**config.mk**
```make
export PLATFORM = sky130hd
export DESIGN_NAME = evt_pulse_shaper_flat
export DESIGN_NICKNAME = d
export VERILOG_FILES = /design/src/rtl/evt_pulse_shaper_if.sv /design/src/rtl/evt_pulse_shaper.sv /design/src/flat_wrapper.sv
export SDC_FILE = /design/constraint.sdc
export NUM_CORES = 1
export LEC_CHECK = 0
export BUFFER_PORTS_ARGS = -buffer_cell sky130_fd_sc_hd__buf_2
export CAP_MARGIN = 25
export CELL_PAD_IN_SITES_DETAIL_PLACEMENT = 1
export CELL_PAD_IN_SITES_GLOBAL_PLACEMENT = 2
export CORE_MARGIN = 2
export CORE_UTILIZATION = 31
export DETAILED_ROUTE_END_ITERATION = 16
export HOLD_SLACK_MARGIN = 0.12
export PLACE_DENSITY = 0.81
export SYNTH_ARGS = -nofsm -noshare
export SYNTH_HDL_FRONTEND = slang
export SYNTH_SLANG_ARGS = --single-unit
```
**constraint.sdc**
```tcl
create_clock -name clk_f -period 2.35 [get_ports clk_f]
set_clock_uncertainty 0.2 [all_clocks]
set_input_delay 0.235 -clock clk_f [delete_from_list [all_inputs] [get_ports clk_f]]
set_output_delay 0.235 -clock clk_f [all_outputs]
set_load 0.01 [all_outputs]
```
**src/rtl/evt_pulse_shaper_if.sv**
```systemverilog
// evt_pulse_shaper_if: event input, clear and shaped-pulse/status outputs of the pulse shaper
interface evt_pulse_shaper_if #(
    parameter int CNT_W = 4
);
    logic             evt_in;
    logic             clr;
    logic             pulse_out;
    logic [CNT_W-1:0] pending;
    logic             overflow;
    logic             busy;

    modport master (
        output evt_in, clr,
        input  pulse_out, pending, overflow, busy
    );

    modport slave (
        input  evt_in, clr,
        output pulse_out, pending, overflow, busy
    );
endinterface

```
**src/rtl/evt_pulse_shaper.sv**
```systemverilog
// evt_pulse_shaper: turns raw clk_f event levels into queued single-cycle pulses spaced MIN_GAP cycles apart
module evt_pulse_shaper #(
    parameter int MIN_GAP = 6,
    parameter int CNT_W   = 4
) (
    input logic               clk_f,
    input logic               rst_n,
    evt_pulse_shaper_if.slave bus
);
    localparam int GW = $clog2(MIN_GAP);
    localparam logic [GW-1:0] RELOAD = GW'(MIN_GAP - 1);
    localparam logic [CNT_W-1:0] FULL = '1;

    typedef enum logic {IDLE, GAP} state_t;

    state_t           state, state_nx;
    logic [GW-1:0]    gap_cnt, gap_nx;
    logic [CNT_W-1:0] pending;
    logic             evt_d, pulse_q, overflow_q, rise, emit;

    assign rise = bus.evt_in & ~evt_d & ~bus.clr;

    // Emit from IDLE on any backlog; in GAP leave one cycle early when nothing is queued, else re-emit at expiry
    always_comb begin
        state_nx = state;
        gap_nx   = gap_cnt;
        emit     = 1'b0;
        if (bus.clr) begin
            state_nx = IDLE;
            gap_nx   = '0;
        end else if (state == IDLE) begin
            emit     = pending != '0;
            state_nx = emit ? GAP : IDLE;
            gap_nx   = emit ? RELOAD : '0;
        end else if (gap_cnt == '0) begin
            emit     = pending != '0;
            state_nx = emit ? GAP : IDLE;
            gap_nx   = emit ? RELOAD : '0;
        end else if (gap_cnt == GW'(1) && pending == '0) begin
            state_nx = IDLE;
            gap_nx   = '0;
        end else begin
            gap_nx = gap_cnt - GW'(1);
        end
    end

    // FSM state and gap counter registers
    always_ff @(posedge clk_f or negedge rst_n) begin
        if (!rst_n) begin
            state   <= IDLE;
            gap_cnt <= '0;
        end else begin
            state   <= state_nx;
            gap_cnt <= gap_nx;
        end
    end

    // Edge detector, saturating pending counter, sticky overflow and registered pulse
    always_ff @(posedge clk_f or negedge rst_n) begin
        if (!rst_n) begin
            evt_d      <= 1'b0;
            pulse_q    <= 1'b0;
            pending    <= '0;
            overflow_q <= 1'b0;
        end else begin
            evt_d   <= bus.evt_in;
            pulse_q <= emit;
            if (bus.clr) begin
                pending    <= '0;
                overflow_q <= 1'b0;
            end else if (rise && !emit) begin
                if (pending == FULL)
                    overflow_q <= 1'b1;
                else
                    pending <= pending + CNT_W'(1);
            end else if (emit && !rise) begin
                pending <= pending - CNT_W'(1);
            end
        end
    end

    assign bus.pulse_out = pulse_q;
    assign bus.pending   = pending;
    assign bus.overflow  = overflow_q;
    assign bus.busy      = (state == GAP) || (pending != '0);
endmodule
```
**src/flat_wrapper.sv**
```systemverilog
// flat-port wrapper written by rule: the top's interface ports become plain ports
module evt_pulse_shaper_flat 
#(
    parameter int MIN_GAP = 6,
    parameter int CNT_W   = 4
)
  (clk_f, rst_n, bus_evt_in, bus_clr, bus_pulse_out, bus_pending, bus_overflow, bus_busy);
  evt_pulse_shaper_if #(.CNT_W(CNT_W)) bus_i ();
  input logic clk_f;
  input logic rst_n;
  input wire logic [$bits(bus_i.evt_in)-1:0] bus_evt_in;
  input wire logic [$bits(bus_i.clr)-1:0] bus_clr;
  output wire logic [$bits(bus_i.pulse_out)-1:0] bus_pulse_out;
  output wire logic [$bits(bus_i.pending)-1:0] bus_pending;
  output wire logic [$bits(bus_i.overflow)-1:0] bus_overflow;
  output wire logic [$bits(bus_i.busy)-1:0] bus_busy;
  assign bus_i.evt_in = bus_evt_in;
  assign bus_i.clr = bus_clr;
  assign bus_pulse_out = bus_i.pulse_out;
  assign bus_pending = bus_i.pending;
  assign bus_overflow = bus_i.overflow;
  assign bus_busy = bus_i.busy;
  evt_pulse_shaper #(.MIN_GAP(MIN_GAP), .CNT_W(CNT_W)) u_core (.clk_f(clk_f), .rst_n(rst_n), .bus(bus_i));
endmodule
```
==> run_summary.xml <==
<?xml version="1.0" encoding="UTF-8"?>
<metrics>
  <group name="power_and_ir_drop">
    <metric name="power.static_leakage" unit="nW">0.533</metric>
    <metric name="vdd_drop_max" unit="V">0.000561</metric>
    <metric name="pwr_density_cell" unit="nW/um2">1360</metric>
    <metric name="totalPowerFinal" unit="W">0.00153</metric>
  </group>
  <group name="worst_setup_path">
    <metric name="timing_worst_setup_path_type" unit="">reg -&gt; reg</metric>
    <metric name="crit_family" unit="">adder cells</metric>
    <metric name="cp_cell_sequence" unit="">inv_2, ha_4, nand2b_4, and2_4, o21ai_4, buf_6, inv_4, fa_2, xor2_1, nor2_1, mux2_4</metric>
    <metric name="critical_path.n_buffers_inverters" unit="">3</metric>
    <metric name="crit_path_max_fanout" unit="">3</metric>
    <metric name="cp_data_arrival_time" unit="ns">2.37</metric>
    <metric name="worst-endpoint-required" unit="ns">2.32</metric>
    <metric name="setup.worst_path.end_class" unit="">flop</metric>
    <metric name="cp_launch_type" unit="">flop</metric>
    <metric name="critPathMaxStageDelay" unit="ns">0.41</metric>
    <metric name="critical_path.slowest_cell" unit="">sky130_fd_sc_hd__dfrtp_1</metric>
    <metric name="timing.critical_path.depth" unit="">11</metric>
    <metric name="ff2ff_path_depth" unit="">11</metric>
  </group>
  <group name="clock_network">
    <metric name="clk_root_buffer_cell" unit="">sky130_fd_sc_hd__clkbuf_4</metric>
    <metric name="cts_buf_count" unit="">3</metric>
    <metric name="insertion_delay" unit="ns">0.28</metric>
    <metric name="htree_levels" unit="">1</metric>
    <metric name="clk_transition_reported_paths" unit="ns">0.08</metric>
    <metric name="clock_tree.buffer_depth" unit="">2</metric>
    <metric name="cts_tree" unit="">built</metric>
    <metric name="clock-sinks" unit="">11</metric>
  </group>
  <group name="route">
    <metric name="detail_route.iter0.violations" unit="">6</metric>
    <metric name="drt_pass1_iterations" unit="">4</metric>
    <metric name="detail-route-antenna-nets" unit="">0</metric>
    <metric name="vias" unit="">654</metric>
    <metric name="post-route-drc-count" unit="">0</metric>
    <metric name="postRouteWirelength" unit="um">2420</metric>
    <metric name="routedWlPerCell" unit="um">18.3</metric>
    <metric name="vias_per_cell" unit="">4.95</metric>
  </group>
  <group name="sta">
    <metric name="timing.max_slew.rel_slack" unit="">0.681</metric>
    <metric name="fmax" unit="MHz">416</metric>
    <metric name="post-route-min-period" unit="ns">2.40</metric>
    <metric name="setup_violations" unit="">4</metric>
    <metric name="min_period_over_period" unit="">1.02</metric>
    <metric name="rsz0062_at_grt" unit="">true</metric>
    <metric name="timing.final.hold_violations" unit="">0</metric>
    <metric name="fin_hold_ws" unit="ns">0.165</metric>
    <metric name="post-route-worst-setup-slack" unit="ns">-0.0517</metric>
    <metric name="tightestPinTransition" unit="ns">0.467</metric>
    <metric name="timing.final.max_slew_violations" unit="">0</metric>
  </group>
  <group name="synthesis">
    <metric name="synth.ff_latch_count" unit="">11</metric>
    <metric name="post_synth_main_area_contributors" unit="">sky130_fd_sc_hd__dfrtp_1, sky130_fd_sc_hd__ha_1, sky130_fd_sc_hd__mux2_1</metric>
    <metric name="yosysTopAreaCell" unit="">sky130_fd_sc_hd__dfrtp_1</metric>
    <metric name="syn-cell-area" unit="um2">676</metric>
    <metric name="yosysSeqAreaShare" unit="">0.407</metric>
    <metric name="mean_post_synth_cell_area" unit="um2">10.9</metric>
    <metric name="yosysWarnings" unit="">0</metric>
    <metric name="yosys.cell_types.count" unit="">31</metric>
    <metric name="synthDominantCellAreaShare" unit="">0.407</metric>
    <metric name="synth_fp_nets" unit="">72</metric>
    <metric name="post_synth_inst_count" unit="">62</metric>
  </group>
  <group name="layout">
    <metric name="drive_above_1_share" unit="">0.600</metric>
    <metric name="layout.cell_area.non_filler" unit="um2">1120</metric>
    <metric name="final-seq-area" unit="um2">275</metric>
    <metric name="antennaDiodeCount" unit="">0</metric>
    <metric name="nets" unit="">116</metric>
    <metric name="fillCellCount" unit="">222</metric>
    <metric name="area_growth" unit="%">66.5</metric>
    <metric name="multi_input_logic_area" unit="um2">477</metric>
  </group>
  <group name="global_route">
    <metric name="grtUsageTotal" unit="">0.198</metric>
    <metric name="grt_pass1_wl" unit="um">3550</metric>
    <metric name="grt_start_max_net_pins" unit="">12</metric>
    <metric name="grt.overflow.total" unit="">0</metric>
    <metric name="initial_antenna_violation_count" unit="">0</metric>
    <metric name="grt_pass1_vias" unit="">694</metric>
  </group>
  <group name="floorplanning">
    <metric name="die_x" unit="um">50.7</metric>
    <metric name="die_height" unit="um">50.7</metric>
    <metric name="count_of_boundary_i_o_pins" unit="">11</metric>
    <metric name="rows" unit="">16</metric>
    <metric name="die_area" unit="um2">2570</metric>
    <metric name="core_area" unit="um2">2000</metric>
    <metric name="initial_utilization" unit="">0.338</metric>
  </group>
  <group name="run">
    <metric name="maxCapViolations" unit="">0</metric>
  </group>
  <group name="min_path">
    <metric name="min-delay-path-class" unit="">in -&gt; async</metric>
  </group>
  <group name="placed_design">
    <metric name="place.detailed.hpwl" unit="um">1270</metric>
    <metric name="io_buffer_count" unit="">10</metric>
    <metric name="placement.cell_area" unit="um2">863</metric>
    <metric name="gp_congestion" unit="">0.711</metric>
  </group>
  <group name="run_status">
    <metric name="outcome" unit="">finished with violations</metric>
    <metric name="violations" unit="">negative setup slack</metric>
  </group>
</metrics>
## metrics by stage
| stage | setup WS (ns) | util | cells | setup TNS [ns] |
|---|---|---|---|---|
| finish | -0.0517 | 0.562 | 132 | -0.122 |
| global route | -0.125 | 0.562 | 132 | -0.376 |
| CTS | 0.00344 | 0.506 | 130 | 0 |
| detailed placement | -0.130 | 0.431 | 112 | -0.155 |
| global placement | -0.0201 | 0.431 | 112 | -0.0201 |
| floorplan | 0.00789 | - | 62 | 0 |
## logic make-up (layout without fill, tap and decap cells)
kind of cell | count (synthesis) | after routing | share of synthesized area
AO/OA/AOI/OAI | 15 | 15 | 0.176
flip-flops | 11 | 11 | 0.407
adder cells (fa/ha/maj) | 6 | 6 | 0.122
multiplexers | 4 | 4 | 0.0648
XOR/XNOR | 2 | 2 | 0.0259
buffers and inverters | 8 | 51 | 0.0463
AND/OR/NAND/NOR | 16 | 16 | 0.157
## where the power goes
part	internal (W)	switching (W)
sequential	0.000252	0.0000761
clock	0.0000659	0.0000739
combinational	0.000578	0.000480
total	0.000897	0.000630
## cell usage after synthesis
library cell and n:
sky130_fd_sc_hd__dfrtp_1 11, sky130_fd_sc_hd__a21boi_0 2, sky130_fd_sc_hd__nand2b_1 1, sky130_fd_sc_hd__xnor2_1 1, sky130_fd_sc_hd__a22o_1 1, sky130_fd_sc_hd__a21oi_1 1
sky130_fd_sc_hd__o21a_1 2, sky130_fd_sc_hd__o21ai_2 1, sky130_fd_sc_hd__mux2i_1 1, sky130_fd_sc_hd__and2_1 1, sky130_fd_sc_hd__a2bb2oi_1 1, sky130_fd_sc_hd__a21oi_2 1
sky130_fd_sc_hd__inv_1 7, sky130_fd_sc_hd__fa_1 1, sky130_fd_sc_hd__a21o_1 1, sky130_fd_sc_hd__nor2_1 5, sky130_fd_sc_hd__nand2_1 3, sky130_fd_sc_hd__nor3_1 2
sky130_fd_sc_hd__a2111oi_0 1, sky130_fd_sc_hd__xor2_1 1, sky130_fd_sc_hd__o31ai_2 1, sky130_fd_sc_hd__o31ai_1 1, sky130_fd_sc_hd__nor3b_4 1, sky130_fd_sc_hd__mux2_1 3
sky130_fd_sc_hd__o21ai_1 1, sky130_fd_sc_hd__or2b_1 1, sky130_fd_sc_hd__buf_2 1, sky130_fd_sc_hd__ha_1 5, sky130_fd_sc_hd__a211oi_1 1, sky130_fd_sc_hd__nor2b_1 1
sky130_fd_sc_hd__nor4_4 1
## layer usage
metal / up-vias / global-route usage / routed length [um] / part of all wire
met5: - / 0 / 0 / 0
met4: 0 / 0.108 / 42 / 0.017
met3: 5 / 0.0179 / 49 / 0.020
met2: 13 / 0.311 / 1150 / 0.48
met1: 336 / 0.266 / 1170 / 0.48
li1: 300 / - / - / -
## worst register-to-register path, cell delays in order, from the launching register on
cell,delay (ns)
sky130_fd_sc_hd__dfrtp_1,0.41
sky130_fd_sc_hd__inv_2,0.09
sky130_fd_sc_hd__ha_4,0.13
sky130_fd_sc_hd__nand2b_4,0.06
sky130_fd_sc_hd__and2_4,0.17
sky130_fd_sc_hd__o21ai_4,0.21
sky130_fd_sc_hd__buf_6,0.14
sky130_fd_sc_hd__inv_4,0.03
sky130_fd_sc_hd__fa_2,0.34
sky130_fd_sc_hd__xor2_1,0.17
sky130_fd_sc_hd__nor2_1,0.07
sky130_fd_sc_hd__mux2_4,0.27
## what timing repair did
| action | in CTS | in global routing |
|---|---|---|
| pin swaps | 5 | 11 |
| cloned | 0 | 0 |
| endpoints found under the hold margin | 12 | 0 |
| setup endpoints to repair | 2 | 4 |
| hold buffers | 2 | 0 |
| buffers inserted | 12 | 2 |
| gates resized for setup | 4 | 19 |
## state kept, by name, summed over array words and instances, names as in the netlist
| name | cells |
|---|---|
| u_core.bus.overflow | 1 |
| u_core.evt_d | 1 |
| u_core.gap_cnt | 3 |
| u_core.bus.pulse_out | 1 |
| u_core.state | 1 |
| u_core.bus.pending | 4 |
## layout by cell type, fill, tap and decap left out, drive strengths merged, types with 2 or more instances in the layout
cell type and count:
o21a 2, o31ai 2, dfrtp 11, nand2 3, nor2 5, clkbuf 4
mux2 3, ha 5, a21oi 2, inv 7, nor3 2, o21ai 2
a21boi 2, buf 38, dlygate4sd3 2
## worst paths after layout
kind | start | endpoint | slack [ns]
setup / recovery | u_core.gap_cnt[0] | u_core.bus.pending[2] | -0.05
hold / removal | rst_n | u_core.gap_cnt[1] | 0.16
setup reg to reg | u_core.gap_cnt[0] | u_core.bus.pending[2] | -0.05
hold reg to reg | u_core.bus.overflow | u_core.bus.overflow | 0.33
max in group asynchronous | rst_n | u_core.bus.pulse_out | 1.58
min in group clk_f | bus_clr | u_core.bus.pulse_out | 0.19
## final cells by class
| type | instances | area share |
|---|---|---|
| clock buffer | 4 | 0.0234 |
| inverter | 7 | 0.0256 |
| sequential | 11 | 0.245 |
| multi-input combinational | 43 | 0.424 |
| timing repair buffer | 40 | 0.253 |
| tap | 27 | 0.0300 |
Note: power is estimated with default switching activity, not from simulation.
